`src/rtl/cdb_broadcast_arbiter.sv`:
```
// cdb_broadcast_arbiter: common data bus transmitter. Buffers ALU and branch
// results in one FIFO per source and broadcasts one registered result per
// cycle, round-robin between the two sources.
// Optional feature macro: CDB_BYPASS_EN (when defined, a result arriving while
// both FIFOs are empty skips its FIFO and is broadcast one cycle earlier).
module cdb_broadcast_arbiter #(
  parameter int WIDTH   = 31,
  parameter int ROB     = 2,
  parameter int FIFO_AW = 1
) (
  input  logic             clk,
  input  logic             globalReset,
  input  logic             clear,
  input  logic             aluValid,
  output logic             aluReady,
  input  logic [ROB:0]     aluRob,
  input  logic [WIDTH:0]   aluResult,
  input  logic             brValid,
  output logic             brReady,
  input  logic [ROB:0]     brRob,
  input  logic [WIDTH:0]   brResult,
  input  logic [WIDTH:0]   brNextPC,
  input  logic             brMispredict,
  output logic             validBroadcast,
  output logic [ROB:0]     robBroadcast,
  output logic [WIDTH:0]   valueBroadcast,
  output logic [WIDTH:0]   nextPCBroadcast,
  output logic             mispredictBroadcast,
  output logic             isBranchBroadcast,
  output logic [FIFO_AW:0] aluCount,
  output logic [FIFO_AW:0] brCount
);

  localparam int DEPTH = 1 << FIFO_AW;
  localparam logic [FIFO_AW:0]   FULL_CNT = DEPTH[FIFO_AW:0];
  localparam logic [FIFO_AW:0]   CNT_ONE  = 1;
  localparam logic [FIFO_AW-1:0] PTR_ONE  = 1;

  typedef enum logic {SRC_ALU = 1'b0, SRC_BR = 1'b1} src_e;

  logic [ROB:0]   alu_rob_mem [DEPTH];
  logic [WIDTH:0] alu_res_mem [DEPTH];
  logic [ROB:0]   br_rob_mem  [DEPTH];
  logic [WIDTH:0] br_res_mem  [DEPTH];
  logic [WIDTH:0] br_pc_mem   [DEPTH];
  logic           br_mis_mem  [DEPTH];

  logic [FIFO_AW-1:0] alu_wr_ptr_q, alu_rd_ptr_q, br_wr_ptr_q, br_rd_ptr_q;
  logic [FIFO_AW:0]   alu_cnt_q, br_cnt_q;
  src_e               last_grant_q;

  logic           valid_q, mis_q, is_br_q;
  logic [ROB:0]   rob_q;
  logic [WIDTH:0] value_q, next_pc_q;

  logic alu_push, br_push, alu_wr, br_wr;
  logic grant_alu, grant_br, byp_alu, byp_br;

  // Ready depends only on occupancy and flush, never on a same-cycle pop.
  assign aluReady = (alu_cnt_q != FULL_CNT) && !clear;
  assign brReady  = (br_cnt_q  != FULL_CNT) && !clear;
  assign alu_push = aluValid && aluReady;
  assign br_push  = brValid  && brReady;

  // Round-robin grant on FIFO heads; optional bypass when both FIFOs are empty.
  always_comb begin
    alu_wr    = alu_push;
    br_wr     = br_push;
    grant_alu = 1'b0;
    grant_br  = 1'b0;
    byp_alu   = 1'b0;
    byp_br    = 1'b0;
    if (!clear) begin
      if ((alu_cnt_q != '0) && ((br_cnt_q == '0) || (last_grant_q == SRC_BR))) begin
        grant_alu = 1'b1;
      end else if (br_cnt_q != '0) begin
        grant_br = 1'b1;
`ifdef CDB_BYPASS_EN
      end else if (alu_push && (!br_push || (last_grant_q == SRC_BR))) begin
        byp_alu = 1'b1;
        alu_wr  = 1'b0;
      end else if (br_push) begin
        byp_br = 1'b1;
        br_wr  = 1'b0;
`endif
      end
    end
  end

  // FIFO storage writes; pointers and counts live in the control block below.
  always_ff @(posedge clk) begin
    if (alu_wr) begin
      alu_rob_mem[alu_wr_ptr_q] <= aluRob;
      alu_res_mem[alu_wr_ptr_q] <= aluResult;
    end
    if (br_wr) begin
      br_rob_mem[br_wr_ptr_q] <= brRob;
      br_res_mem[br_wr_ptr_q] <= brResult;
      br_pc_mem[br_wr_ptr_q]  <= brNextPC;
      br_mis_mem[br_wr_ptr_q] <= brMispredict;
    end
  end

  // Pointer/count bookkeeping, grant history and the broadcast registers.
  always_ff @(posedge clk) begin
    if (globalReset) begin
      alu_wr_ptr_q <= '0;
      alu_rd_ptr_q <= '0;
      br_wr_ptr_q  <= '0;
      br_rd_ptr_q  <= '0;
      alu_cnt_q    <= '0;
      br_cnt_q     <= '0;
      last_grant_q <= SRC_BR;
      valid_q      <= 1'b0;
      rob_q        <= '0;
      value_q      <= '0;
      next_pc_q    <= '0;
      mis_q        <= 1'b0;
      is_br_q      <= 1'b0;
    end else if (clear) begin
      alu_wr_ptr_q <= '0;
      alu_rd_ptr_q <= '0;
      br_wr_ptr_q  <= '0;
      br_rd_ptr_q  <= '0;
      alu_cnt_q    <= '0;
      br_cnt_q     <= '0;
      valid_q      <= 1'b0;
    end else begin
      if (alu_wr)    alu_wr_ptr_q <= alu_wr_ptr_q + PTR_ONE;
      if (grant_alu) alu_rd_ptr_q <= alu_rd_ptr_q + PTR_ONE;
      if (br_wr)     br_wr_ptr_q  <= br_wr_ptr_q + PTR_ONE;
      if (grant_br)  br_rd_ptr_q  <= br_rd_ptr_q + PTR_ONE;
      if (alu_wr && !grant_alu)      alu_cnt_q <= alu_cnt_q + CNT_ONE;
      else if (!alu_wr && grant_alu) alu_cnt_q <= alu_cnt_q - CNT_ONE;
      if (br_wr && !grant_br)        br_cnt_q  <= br_cnt_q + CNT_ONE;
      else if (!br_wr && grant_br)   br_cnt_q  <= br_cnt_q - CNT_ONE;

      valid_q <= grant_alu || grant_br || byp_alu || byp_br;
      if (grant_alu || byp_alu) begin
        rob_q        <= grant_alu ? alu_rob_mem[alu_rd_ptr_q] : aluRob;
        value_q      <= grant_alu ? alu_res_mem[alu_rd_ptr_q] : aluResult;
        next_pc_q    <= '0;
        mis_q        <= 1'b0;
        is_br_q      <= 1'b0;
        last_grant_q <= SRC_ALU;
      end else if (grant_br || byp_br) begin
        rob_q        <= grant_br ? br_rob_mem[br_rd_ptr_q] : brRob;
        value_q      <= grant_br ? br_res_mem[br_rd_ptr_q] : brResult;
        next_pc_q    <= grant_br ? br_pc_mem[br_rd_ptr_q]  : brNextPC;
        mis_q        <= grant_br ? br_mis_mem[br_rd_ptr_q] : brMispredict;
        is_br_q      <= 1'b1;
        last_grant_q <= SRC_BR;
      end
    end
  end

  assign validBroadcast      = valid_q;
  assign robBroadcast        = rob_q;
  assign valueBroadcast      = value_q;
  assign nextPCBroadcast     = next_pc_q;
  assign mispredictBroadcast = mis_q;
  assign isBranchBroadcast   = is_br_q;
  assign aluCount            = alu_cnt_q;
  assign brCount             = br_cnt_q;

endmodule

```
`config.mk`:
```
export PLATFORM = sky130hd
export DESIGN_NAME = cdb_broadcast_arbiter
export DESIGN_NICKNAME = d
export VERILOG_FILES = /design/src/rtl/cdb_broadcast_arbiter.sv
export SDC_FILE = /design/constraint.sdc
export NUM_CORES = 1
export LEC_CHECK = 0
export BUFFER_PORTS_ARGS = -buffer_cell sky130_fd_sc_hd__buf_2
export CORE_MARGIN = 4
export CORE_UTILIZATION = 50
export CTS_CLUSTER_DIAMETER = 120
export DETAILED_ROUTE_END_ITERATION = 16
export PLACE_DENSITY = 0.79
export SLEW_MARGIN = 20
export SYNTH_ARGS = -nofsm -noshare
export SYNTH_HDL_FRONTEND = slang
export SYNTH_SLANG_ARGS = --single-unit
```
`constraint.sdc`:
```
create_clock -name clk -period 8.25 [get_ports clk]
set_clock_uncertainty 0.2 [all_clocks]
set_input_delay 0.4125 -clock clk [delete_from_list [all_inputs] [get_ports clk]]
set_output_delay 0.4125 -clock clk [all_outputs]
set_load 0.02 [all_outputs]
```
Yosys cells after proc, flatten, opt, wreduce, memory -nomap -nowiden
Memory sizes are Yosys's and may differ from the RTL's. A register that Yosys moved wholly into a read port is not among the register bits. Cells that the tools add are included.

Register bits: 79. Memory bits (writable): 206. Logic and storage cells: 89. Memories: 6.

$add $sub $neg: 8. Equality and inequality tests: 2. Muxes and demuxes: 35. Bitwise operators: 1. Reductions and logical operators: 24.

Memories: alu_res_mem (depth 2, bits a word 32, rd ports 1, clocked after Yosys merged registers in 1, write ports 1, RTL line 42) `logic [WIDTH:0] alu_res_mem [DEPTH];`; br_pc_mem (depth 2, bits a word 32, rd ports 1, clocked after Yosys merged registers in 1, write ports 1, RTL line 45) `logic [WIDTH:0] br_pc_mem [DEPTH];`; br_res_mem (depth 2, bits a word 32, rd ports 1, clocked after Yosys merged registers in 1, write ports 1, RTL line 44) `logic [WIDTH:0] br_res_mem [DEPTH];`; alu_rob_mem (depth 2, bits a word 3, rd ports 1, clocked after Yosys merged registers in 1, write ports 1, RTL line 41) `logic [ROB:0] alu_rob_mem [DEPTH];`; br_rob_mem (depth 2, bits a word 3, rd ports 1, clocked after Yosys merged registers in 1, write ports 1, RTL line 43) `logic [ROB:0] br_rob_mem [DEPTH];`; br_mis_mem (depth 2, bits a word 1, rd ports 1, clocked after Yosys merged registers in 1, write ports 1, RTL line 46) `logic br_mis_mem [DEPTH];`.

Operator list (count): 2-to-1 mux 32 bit (4); 2-to-1 mux 1 bit (25); nonzero test 2 bit (5); logical AND 1 bit (9); 2-to-1 mux 2 bit (4); 2-to-1 mux 3 bit (2); zero test 1 bit (5); adder 1 bit, second input constant (4); adder 2 x 1 -> 2 bit, second input constant (2); inequality test 2 bit, second input constant (2); subtractor 2 x 1 -> 2 bit, second input constant (2); zero test 2 bit (1); logical OR 1 bit (2); AND reduction 2 bit (1); OR reduction 2 bit (1); NOT 1 bit (1).

Logic depth before layout (Yosys ltp)
Gate-level depths: netlist of the first run.

Depth in word-level cells: 8. Mapped depth: 9. Depth with buffers taken out: 7.

Least setup slack after synthesis of the first run
Ideal clock, no wire load.

Path type: reg2reg. Start: reg br_cnt_q[1] (netlist: brCount[1]). End: reg br_wr_ptr_q. Setup time: 87 ps. Arrival time: 7941 ps. Required time: 7963 ps. Slack: 22 ps. Cell stages (with the launch flop): 5. Buffers on the path: 1. Clock period less this slack: 8228 ps. Cells stage by stage: dfxtp_1 -> buf_2 -> nor2b_1 -> nor4_1 -> o21ba_2.

Cells in the longest elaborated chain, start to end: 3.

RTL lines: from (decl) (RTL line 49) `logic [FIFO_AW:0] alu_cnt_q, br_cnt_q;`; from (signal assigned) (RTL line 135) `if (br_wr && !grant_br) br_cnt_q <= br_cnt_q + CNT_ONE;`; from (signal assigned) (RTL line 136) `else if (!br_wr && grant_br) br_cnt_q <= br_cnt_q - CNT_ONE;`; inequality test 2 bit (RTL line 61) `assign brReady = (br_cnt_q != FULL_CNT) && !clear;`; logical AND 1 bit (RTL line 61); logical AND 1 bit (RTL line 63) `assign br_push = brValid && brReady;`; to (signal assigned) (RTL line 131) `if (br_wr) br_wr_ptr_q <= br_wr_ptr_q + PTR_ONE;`; to (decl) (RTL line 48) `logic [FIFO_AW-1:0] alu_wr_ptr_q, alu_rd_ptr_q, br_wr_ptr_q, br_rd_ptr_q;`.

Every way passes these cells. A chain may end at the register's enable or synchronous reset.

Final worst setup path of the first run
Start: reg br_cnt_q[0] (netlist: brCount[0]). End: reg br_cnt_q[1] (netlist: brCount[1]).

Cells in the longest elaborated chain, start to end: 8. Elaborated cells on any way between the ends: 19. Those cells by class: add/sub (2); eq/ne (1); mux (5); reduce/logical (11).

RTL lines: zero test 2 bit (RTL line 74) `if ((alu_cnt_q != '0) && ((br_cnt_q == '0) || (last_grant_q == SRC_BR))) begin`; logical OR 1 bit (RTL line 74); logical AND 1 bit (RTL line 74); 2-to-1 mux 1 bit (RTL line 74); 2-to-1 mux 1 bit (RTL line 73) `if (!clear) begin`; zero test 1 bit (RTL line 135); logical AND 1 bit (RTL line 135); 2-to-1 mux 2 bit / nonzero test 2 bit (equally long branches).

Parallel ways exist; a longest one is shown, timed or not. The select of a mux whose other input is x is not followed.

==> results by group, run 1 <==
STA
  • Final count of pins violating max slew: 0
  • Number of setup violations in the final report: 0
  • Setup Total Neg Slack: 0 ps
  • Max transition margin: 0.302
  • Fin Hold WS: 145 ps
  • FMAX: 365 MHz
  • Worst Tran Pin Value: 1050 ps
  • Crit path time final: 2740 ps
  • Final hold vios: 0
  • Unrepaired setup endpoints after global routing: false
  • Period utilization: 0.332

Pwr
  • Static Leak: 4.96 nW
  • Sum of internal, switching and leakage power: 3.16 mW
  • Largest voltage drop on the vdd net: 0.000161 V
  • Power density cells: 230 nW/um^2

Setup path
  • Critical Path End Type: register
  • Worst Setup Path Type: register to register
  • Count of cells along the worst register-to-register path: 5
  • Slowest stage delay, CP: 910 ps
  • Critical path data arrival time: 2990 ps
  • Worst EP required: 8500 ps
  • Kind of start point of the critical path: register
  • Crit-path cells: o21ba_2 > nand2_1 > ha_1 > or3_1 > a21oi_1
  • Crit path buf inv count: 0
  • Largest delay contributor family on the critical path: compound AO/OA/AOI/OAI gates
  • Slowest cell on the critical path: o21ba_2
  • CP max FO: 45
  • Number of cells on the critical path: 5

Layout
  • Design Area, Final: 13,800 sq um
  • Syn-to-layout area delta: 28.5%
  • Fraction of final layout cells sized beyond drive strength 1: 0.336
  • Final net count: 1,069

Global routing
  • First-pass GRT wire length: 39.0 mm
  • Initial antenna violation count: 2
  • GRT met2 Usage: 0.361
  • Vias in the first global route: 7,288
  • GR Util met1: 0.259
  • Pin count of the biggest net entering global routing: 77
  • Global routing's busiest layer: met2
  • Global-route met3 utilization: 0.0294
  • Residual overflow from global routing: 0
  • Overall track demand over capacity in global routing: 0.205

Synthesis
  • Summed instance area of the synthesized netlist: 10,700 sq um
  • Register bit count reported by yosys: 287
  • Most repeated cell in the gate-level netlist after synthesis: edfxtp_1
  • Count of flip-flops with a built-in enable after synthesis: 206
  • List of most frequent post-synthesis cells: 206 x edfxtp_1, 81 x dfxtp_1, 68 x mux2_2
  • Leading register cell type out of synthesis: edfxtp_1
  • Mapped Cells: 686
  • Yosys warning total: 0
  • Number of distinct standard cells referenced by the synthesized netlist: 43
  • Ys async rst share: 0
  • Number of nets in the synthesized netlist: 796
  • Fraction of post-synthesis cell area in the top cell type by area: 0.577
  • Synth area leader: edfxtp_1
  • Sequential-to-total area share from yosys stat: 0.728
  • Avg Cell Area, Syn: 15.6 sq um
  • Area contributors post-synth: edfxtp_1 58%, dfxtp_1 15%, mux2_2 7.1%, mux2i_1 2.5%, a21oi_1 1.8%

Floorplan
  • FP Rows: 53
  • Starting Density: 0.510
  • Core Region: 21,000 sq um
  • Number of I/O pins: 184
  • Chip height: 154 um
  • DIE WIDTH: 154 um
  • Total Die Area: 23,800 sq um

CTS
  • Root Driver: clkbuf_16
  • Setup Buffers After CTS: 0
  • Clk sinks: 287
  • TritonCTS Buffers: 29
  • Worst-path clk slew: 60 ps
  • CTS H-tree lvls: 1
  • Clock tree buffer depth: 3
  • TritonCTS clock tree: yes
  • Worst-Skew Late Latency: 540 ps

Route
  • Final antenna-violating net count: 0
  • Pre-antenna DRT Iters: 5
  • Final WL: 24.5 mm
  • Via density: 5.45
  • Residual DRC count: 0
  • Average wire length per cell after detail routing: 19.5 um
  • DR vias: 6,863
  • Detailed router's first-iteration violation count: 427

Place
  • Port bufs: 183
  • Detail Placement HPWL: 14.1 mm
  • Area of placed instances: 11,800 sq um
  • Routability-driven placement congestion ratio: 0.751

Run status
  • Run status: finished clean

Hold path
  • Worst hold stages: 4
  • Hold crit path type: primary input to register

Run
  • Max-Cap Viols: 0
[layout make-up]
class | instances | area (sq um)
inverters | 3 | 11.3
multi-input cells | 344 | 2640
fillers | 1473 | 7250
repair buffers | 294 | 2030
flip-flops and latches | 287 | 7810
clock inverters | 12 | 114
well taps | 275 | 344
clock buffers | 42 | 815
diodes | 3 | 7.51
[state kept, by name (all words and copies together), names as in the netlist, 2 cells and up, named ones only]
signal	flops
alu_rob_mem	6
robBroadcast	3
br_pc_mem	64
aluCount	2
br_rob_mem	6
valueBroadcast	32
alu_res_mem	64
brCount	2
br_mis_mem	2
br_res_mem	64
nextPCBroadcast	32
[logic make-up after synthesis]
group,synth area share
compound gates,0.0846
xor+xnor,0.00327
fa+ha+maj,0.00233
buf+inv,0.0275
flops,0.728
mux,0.0967
simple gates,0.0571
[metal layers]
layer  wire length [um]  share of wire
met1              10100           0.41
met2              12500           0.51
met3               1060          0.043
met4                869          0.035
met5                  0              0
[power breakdown]
| part | leakage, nW | internal [mW] | switching, mW | total (mW) |
|---|---|---|---|---|
| clock | 0.448 | 0.746 | 0.521 | 1.27 |
| sequential | 2.55 | 1.60 | 0.0268 | 1.63 |
| combinational | 1.96 | 0.116 | 0.152 | 0.268 |
[worst min-delay path, cell delays in order]
cell	delay (ps)
buf_2	90
inv_1	90
o31a_1	140
o21ba_2	110
[cells in the final DEF (no fill, tap or decap), drive strengths merged, types with 10 or more instances in the layout]
cell         count
nor3            13
o21ai           38
buf            191
mux2            68
mux2i           27
clkbuf          42
a221o           26
dlygate4sd3    103
nor4            29
nand3           33
edfxtp         206
a21oi           39
nor2            10
dfxtp           81
[through the flow]
step | std cells | utilization | setup slack (ps)
2_1_floorplan | 686 | - | 21.9
3_3_place_gp | 1098 | 0.560 | 5160
3_5_place_dp | 1098 | 0.560 | 5100
4_1_cts | 1255 | 0.653 | 5480
5_1_grt | 1259 | 0.655 | 5290
6_report | 1260 | 0.655 | 5510
[path summary, 6_finish.rpt]
| path | start | to | slack [ps] |
|---|---|---|---|
| hold reg to reg | nextPCBroadcast[1]$_SDFFE_PP0P_ | nextPCBroadcast[1]$_SDFFE_PP0P_ | 270 |
| setup / recovery | brCount[0]$_SDFFE_PP0P_ | brCount[1]$_SDFFE_PP0P_ | 5510 |
| setup reg to reg | brCount[0]$_SDFFE_PP0P_ | brCount[1]$_SDFFE_PP0P_ | 5510 |
| hold / removal | aluValid | alu_wr_ptr_q$_SDFFE_PP0N_ | 140 |
[timing repair]
action                                 4_1_cts  5_1_grt
resized for setup                            0        0
endpoints found under the hold margin      206        0
hold buffers                               103        0
(Power assumes the default switching activity.)
==> run 2, diff against run 1 <==
- clock period: 8.25 -> 2.48 ns (I/O delays scaled with it)
==> run 2 against run 1 <==
Effect of this change: total power rose to 3.5 times the previous value; critical path depth increased by 3; final cell count is 1.3% higher; largest power group unchanged.
==> results by group, run 2 (synthesis gave the netlist of run 1 again) <==
Run
  • Max-Cap Viols: 0 (unchanged)

Floorplan
  • Core Region: 21,000 sq um (unchanged)
  • Total Die Area: 23,800 sq um (unchanged)
  • DIE WIDTH: 154 um (unchanged)
  • FP Rows: 53 (unchanged)
  • Starting Density: 0.510 (unchanged)
  • Number of I/O pins: 184 (unchanged)
  • Chip height: 154 um (unchanged)

Global routing
  • Pin count of the biggest net entering global routing: 69 (-10%)
  • First-pass GRT wire length: 40.3 mm (+3.3%)
  • Global routing's busiest layer: met2
  • GR Util met1: 0.271 (+0.0122)
  • Global-route met3 utilization: 0.0470 (+0.0176)
  • Vias in the first global route: 7,341 (+0.73%)
  • Overall track demand over capacity in global routing: 0.212 (+0.00677)
  • Initial antenna violation count: 0 (-2)
  • GRT met2 Usage: 0.368 (+0.00749)
  • Residual overflow from global routing: 0 (unchanged)

Route
  • DR vias: 7,142 (+4.1%)
  • Final WL: 25.9 mm (+5.7%)
  • Final antenna-violating net count: 0 (unchanged)
  • Detailed router's first-iteration violation count: 511 (+20%)
  • Average wire length per cell after detail routing: 20.3 um (+4.4%)
  • Via density: 5.60 (+2.8%)
  • Pre-antenna DRT Iters: 5 (unchanged)
  • Residual DRC count: 0 (unchanged)

Layout
  • Number of standard cells in the layout, taps in and fillers out: 1,276 (+1.3%)
  • Filler cell count in the final layout: 1,442 (-2.1%)
  • Diodes inserted: 0 (-3)
  • Syn-to-layout area delta: 31.8%
  • Storage cell area: 7820 sq um (+0.13%)
  • Share of the core filled with cells in the final layout: 0.672 (+0.0166)
  • Design Area, Final: 14,100 sq um (+2.5%)
  • Most frequent cells in the layout: 206 x edfxtp_1, 183 x buf_2, 108 x dlygate4sd3_1
  • Fraction of final layout cells sized beyond drive strength 1: 0.357 (+0.0206)
  • Most common cell after layout, fill and taps aside: edfxtp_1
  • Final net count: 1,088 (+1.8%)
  • Multi-input logic area: 2670 sq um (+1.2%)
  • Largest regs: alu_res_mem (64), br_pc_mem (64), br_res_mem (64)

CTS
  • Root Driver: clkbuf_16
  • Clk sinks: 287 (unchanged)
  • CTS H-tree lvls: 1 (unchanged)
  • TritonCTS Buffers: 29 (unchanged)
  • Worst-path clk slew: 60 ps (about the same)
  • Worst-Skew Late Latency: 540 ps (about the same)
  • Clock tree buffer depth: 3 (unchanged)
  • Setup Buffers After CTS: 0 (unchanged)
  • TritonCTS clock tree: yes

Place
  • Cell count after placement: 1,114 (+1.5%)
  • Detail Placement HPWL: 15.1 mm (+6.8%)
  • Area of placed instances: 12,000 sq um (+2.0%)
  • Routability-driven placement congestion ratio: 0.792 (+5.5%)
  • Port bufs: 183 (unchanged)

Setup path
  • Worst Setup Path Type: primary input to register
  • Worst EP required: 2690 ps (-5810 ps)
  • Kind of start point of the critical path: primary input
  • Critical path data arrival time: 2570 ps (-420 ps)
  • CP max FO: 44 (-2.2%)
  • Count of cells along the worst register-to-register path: 5 (unchanged)
  • Crit path buf inv count: 5 (+5)
  • Critical Path Start: clear
  • Slowest cell on the critical path: dlygate4sd3_1
  • Largest delay contributor family on the critical path: buffers and inverters
  • Critical Path End Type: register
  • Cell mode on critical path: dlygate4sd3_1
  • Number of cells on the critical path: 8 (+3)
  • Crit-path cells: dlygate4sd3_1 > buf_2 > buf_6 > o21ba_2 > clkbuf_8 > nand3_1 > a21oi_1 > dlygate4sd3_1
  • End of the worst register-to-register path: nextPCBroadcast[26]$_SDFFE_PP0P_
  • Setup slack of the most critical reg-to-reg path: 150 ps (-5360 ps)
  • Slowest stage delay, CP: 580 ps (-330 ps)

Hold path
  • Hold-critical path endpoint: alu_res_mem[0][29]$_DFFE_PP_
  • Worst hold stages: 2 (-2)
  • Hold crit path type: primary input to register
  • Start point of the worst min-delay path: aluResult[29]

Pwr
  • Static Leak: 5.13 nW (+3.4%)
  • Power density cells: 773 nW/um^2 (+240%)
  • Sum of internal, switching and leakage power: 10.9 mW (+250%)
  • Largest voltage drop on the vdd net: 0.000623 V (+290%)

Run status
  • Run status: finished clean

STA
  • Crit path time final: 2360 ps
  • Unrepaired setup endpoints after global routing: false
  • Final hold vios: 0 (unchanged)
  • FMAX: 424 MHz
  • Worst Tran Pin Value: 787 ps (-260 ps)
  • Period utilization: 0.950
  • Max transition margin: 0.474 (+0.172)
  • Final count of pins violating max slew: 0 (unchanged)
  • Number of setup violations in the final report: 0 (unchanged)
## run 2: cell count changes in the layout (fill, tap and decap cells not counted), moves of 3 or more
| cell | previous run | this run |
|---|---|---|
| dlygate4sd3_1 | 103 | 108 |
| clkbuf_1 | 9 | 2 |
| buf_12 | 1 | 6 |
| buf_4 | 6 | 14 |
| clkinv_2 | 3 | 6 |
| bufinv_16 | 2 | 5 |
| diode_2 | 3 | 0 |
| dfxtp_1 | 79 | 75 |
## run 2: how the worst max path moves through the flow
stage / end / slack [ps]
after floorplan: br_mis_mem[0]$_DFFE_PP_ / -1020
after global placement: aluCount[1]$_SDFFE_PP0P_ / 290
after detailed placement: aluCount[1]$_SDFFE_PP0P_ / 260
after CTS: nextPCBroadcast[26]$_SDFFE_PP0P_ / 30
after global routing: nextPCBroadcast[26]$_SDFFE_PP0P_ / 40
final: nextPCBroadcast[26]$_SDFFE_PP0P_ / 120
## run 2: worst register-to-register path: stages (launching register included)
cell           delay, ps
dfxtp_4              640
buf_4                300
mux2_2               360
nand3_1               80
a21oi_1               60
dlygate4sd3_1        570
## run 2: metrics by stage
stage          hold WS, ps  setup slack (ps)  setup TNS, ps
5_1_grt               93.2              36.1              0
3_3_place_gp           111               289              0
3_5_place_dp           115               263              0
4_1_cts               79.0              25.2              0
2_1_floorplan         22.9             -1020         -70290
6_report               102               124              0
## run 2: routing by layer
metal  part of all wire  vias up
met3              0.088       44
met2               0.51      345
met5                  0        -
met4              0.022        0
met1               0.38     3492
li1                   -     3261
## run 2: timing repair
action | 4_1_cts | 5_1_grt
hold buffers | 108 | 0
endpoints found under the hold margin | 229 | 0
endpoints found under the setup margin | 0 | 1
gates resized for setup | 0 | 3
## run 2: final cells by class
class | instances | area share
tap | 275 | 0.0244
clock buffer | 35 | 0.0558
inverter | 3 | 0.000797
sequential | 287 | 0.554
clock inverter | 19 | 0.0167
timing repair buffer | 313 | 0.159
multi-input combinational | 344 | 0.189
## run 2: power breakdown
part / internal (mW) / switching [mW] / total, mW
sequential: 5.32 / 0.0844 / 5.41
clock: 2.79 / 1.78 / 4.56
combinational: 0.418 / 0.536 / 0.954
total: 8.53 / 2.40 / 10.9
==> run 3, diff against run 2 <==
- CORE_UTILIZATION: 50 -> 40
- PLACE_DENSITY: 0.79 -> 0.66
==> run 3 against run 2 <==
Effect of this change: utilization decreased by 13 points; flip-flop and latch count unchanged; combinational power decreased by 1%; design area decreased by 0.11%; first-iteration DRC count decreased by 23%; routed wire length decreased by 1.8%; die area increased by 24%; final cell count increased by 4.8%; clock power decreased by 7.0%; critical endpoint is now last_grant_q$_SDFFE_PP1P_; largest power group unchanged.
==> results by group, run 3 (synthesis gave the netlist of run 1 again) <==
Run status
  • Run status: finished clean

Global routing
  • First-pass GRT wire length: 38.7 mm (-3.9%)
  • Initial antenna violation count: 0 (unchanged)
  • GRT met2 Usage: 0.285 (-0.0827)
  • Global routing's busiest layer: met2
  • Vias in the first global route: 7,074 (-3.6%)
  • Residual overflow from global routing: 0 (unchanged)
  • Overall track demand over capacity in global routing: 0.167 (-0.0446)
  • GR Util met1: 0.217 (-0.0538)
  • Pin count of the biggest net entering global routing: 48 (-30%)
  • Global-route met3 utilization: 0.0290 (-0.0180)

Layout
  • Most common cell after layout, fill and taps aside: edfxtp_1
  • Share of the core filled with cells in the final layout: 0.538 (-0.133)
  • Syn-to-layout area delta: 31.6%
  • Final net count: 1,089 (+0.092%)
  • Largest regs: alu_res_mem (64), br_pc_mem (64), br_res_mem (64)
  • Most frequent cells in the layout: 206 x edfxtp_1, 183 x buf_2, 108 x dlygate4sd3_1
  • Fraction of final layout cells sized beyond drive strength 1: 0.351 (-0.00535)
  • Filler cell count in the final layout: 2,133 (+48%)
  • Diodes inserted: 0 (unchanged)
  • Design Area, Final: 14,100 sq um (-0.11%)

Place
  • Detail Placement HPWL: 15.4 mm (+2.3%)
  • Port bufs: 183 (unchanged)
  • Area of placed instances: 12,100 sq um (+0.75%)
  • Routability-driven placement congestion ratio: 0.744 (-6.1%)

STA
  • FMAX: 446 MHz (+5.1%)
  • Crit path time final: 2240 ps (-114 ps)
  • Number of setup violations in the final report: 0 (unchanged)
  • Worst Tran Pin Value: 773 ps (-14.5 ps)
  • Final hold vios: 0 (unchanged)
  • Final count of pins violating max slew: 0 (unchanged)
  • Period utilization: 0.904 (-0.0459)
  • Unrepaired setup endpoints after global routing: false
  • Fin Hold WS: 97.7 ps (-4.63 ps)
  • Max transition margin: 0.485 (+0.0107)

Floorplan
  • FP Rows: 59 (+11%)
  • Total Die Area: 29,500 sq um (+24%)
  • Chip height: 172 um (+11%)
  • Number of I/O pins: 184 (unchanged)
  • Core Region: 26,200 sq um (+25%)
  • DIE WIDTH: 172 um (+11%)
  • Starting Density: 0.409 (-0.101)

Setup path
  • Critical Path End Type: register
  • Critical path data arrival time: 2520 ps (-50 ps)
  • CP max FO: 44 (unchanged)
  • Slowest stage delay, CP: 580 ps (about the same)
  • Worst EP required: 2760 ps (+70 ps)
  • Kind of start point of the critical path: primary input
  • Worst Setup Path Type: primary input to register
  • Slowest cell on the critical path: dlygate4sd3_1
  • Crit-path cells: dlygate4sd3_1 > buf_2 > buf_4 > o21ba_2 > buf_4 > nor2_1 > o21bai_1 > dlygate4sd3_1

CTS
  • Post-cts sizing count: 0 (unchanged)
  • Root Driver: clkbuf_16
  • Clk sinks: 287 (unchanged)
  • Worst-path clk slew: 60 ps (about the same)
  • CTS H-tree lvls: 1 (unchanged)
  • TritonCTS clock tree: yes
  • TritonCTS Buffers: 29 (unchanged)
  • Worst-Skew Late Latency: 540 ps (about the same)
  • Clock tree buffer depth: 3 (unchanged)

Pwr
  • Largest voltage drop on the vdd net: 0.000466 V (-25%)
  • Combinational fraction of design power: 0.089 (+0.002)
  • Switching pwr: 2.36 mW (-1.4%)
  • Share of power burned in registers: 0.510 (+0.015)
  • Power density cells: 750 nW/um^2 (-3.0%)
  • Clock group share of total power: 0.400 (-0.018)
  • Fraction of power spent switching nets: 0.223 (+0.00402)
  • Static Leak: 5.09 nW (-0.83%)
  • Sum of internal, switching and leakage power: 10.6 mW (-3.2%)
  • P_int: 8.22 mW (-3.6%)

Route
  • Final antenna-violating net count: 0 (unchanged)
  • DR vias: 6,942 (-2.8%)
  • Residual DRC count: 0 (unchanged)
  • Via density: 5.19 (-7.2%)
  • Average wire length per cell after detail routing: 19.0 um (-6.3%)
  • Pre-antenna DRT Iters: 5 (unchanged)
  • Detailed router's first-iteration violation count: 396 (-23%)
  • Final WL: 25.4 mm (-1.8%)

Hold path
  • Hold crit path type: primary input to register

Run
  • Max-Cap Viols: 0 (unchanged)
-- run 3: worst paths after layout --
kind / startpoint / to / slack, ps / depth (start not counted)
max reg2reg: last_grant_q$_SDFFE_PP1P_ / aluCount[1]$_SDFFE_PP0P_ / 280 / 6
min reg2reg: nextPCBroadcast[24]$_SDFFE_PP0P_ / nextPCBroadcast[24]$_SDFFE_PP0P_ / 270 / 2
min: brResult[11] / br_res_mem[1][11]$_DFFE_PP_ / 100 / 2
max: clear / last_grant_q$_SDFFE_PP1P_ / 240 / 8
-- run 3: final cells by class --
class	instances	area (sq um)	area share
multi-input cells	344	2680	0.190
clock inverters	12	114	0.00807
clock buffers	42	815	0.0577
flip-flops and latches	287	7820	0.555
repair buffers	314	2240	0.159
well taps	335	419	0.0297
inverters	3	11.3	0.000798
-- run 3: routing by layer --
metal / up-vias / wire length, um
li1: 3268 / -
met1: 3398 / 10700
met2: 222 / 12500
met3: 54 / 1400
met4: 0 / 763
met5: - / 0
-- run 3: power by group through the flow --
stage / sequential [mW] / combinational, mW / clock [mW]
2_1_floorplan: 5.56 / 0.415 / 0
3_3_place_gp: 5.50 / 0.796 / 0
3_5_place_dp: 5.50 / 0.808 / 0
4_1_cts: 5.40 / 0.949 / 4.34
5_1_grt: 5.42 / 1.02 / 4.53
6_report: 5.40 / 0.943 / 4.24
-- run 3: what timing repair did --
item / in CTS / in global routing
hold buffers: 108 / 0
endpoints found under the setup margin: 0 / 0
setup buffers: 0 / 0
endpoints found under the hold margin: 224 / 0
-- run 3: critical path, delay by kind of cell --
kind	cells	cell delay, ps
compound gates	2	390
simple gates	1	80
buf+inv	5	1900
-- run 3: stage by stage --
stage                     TNS [ps]  setup slack [ps]  instances
after floorplan             -70290             -1020        686
after global placement           0               323       1175
after detailed placement         0               249       1175
after CTS                        0               238       1337
after global routing             0               143       1337
final                            0               238       1337
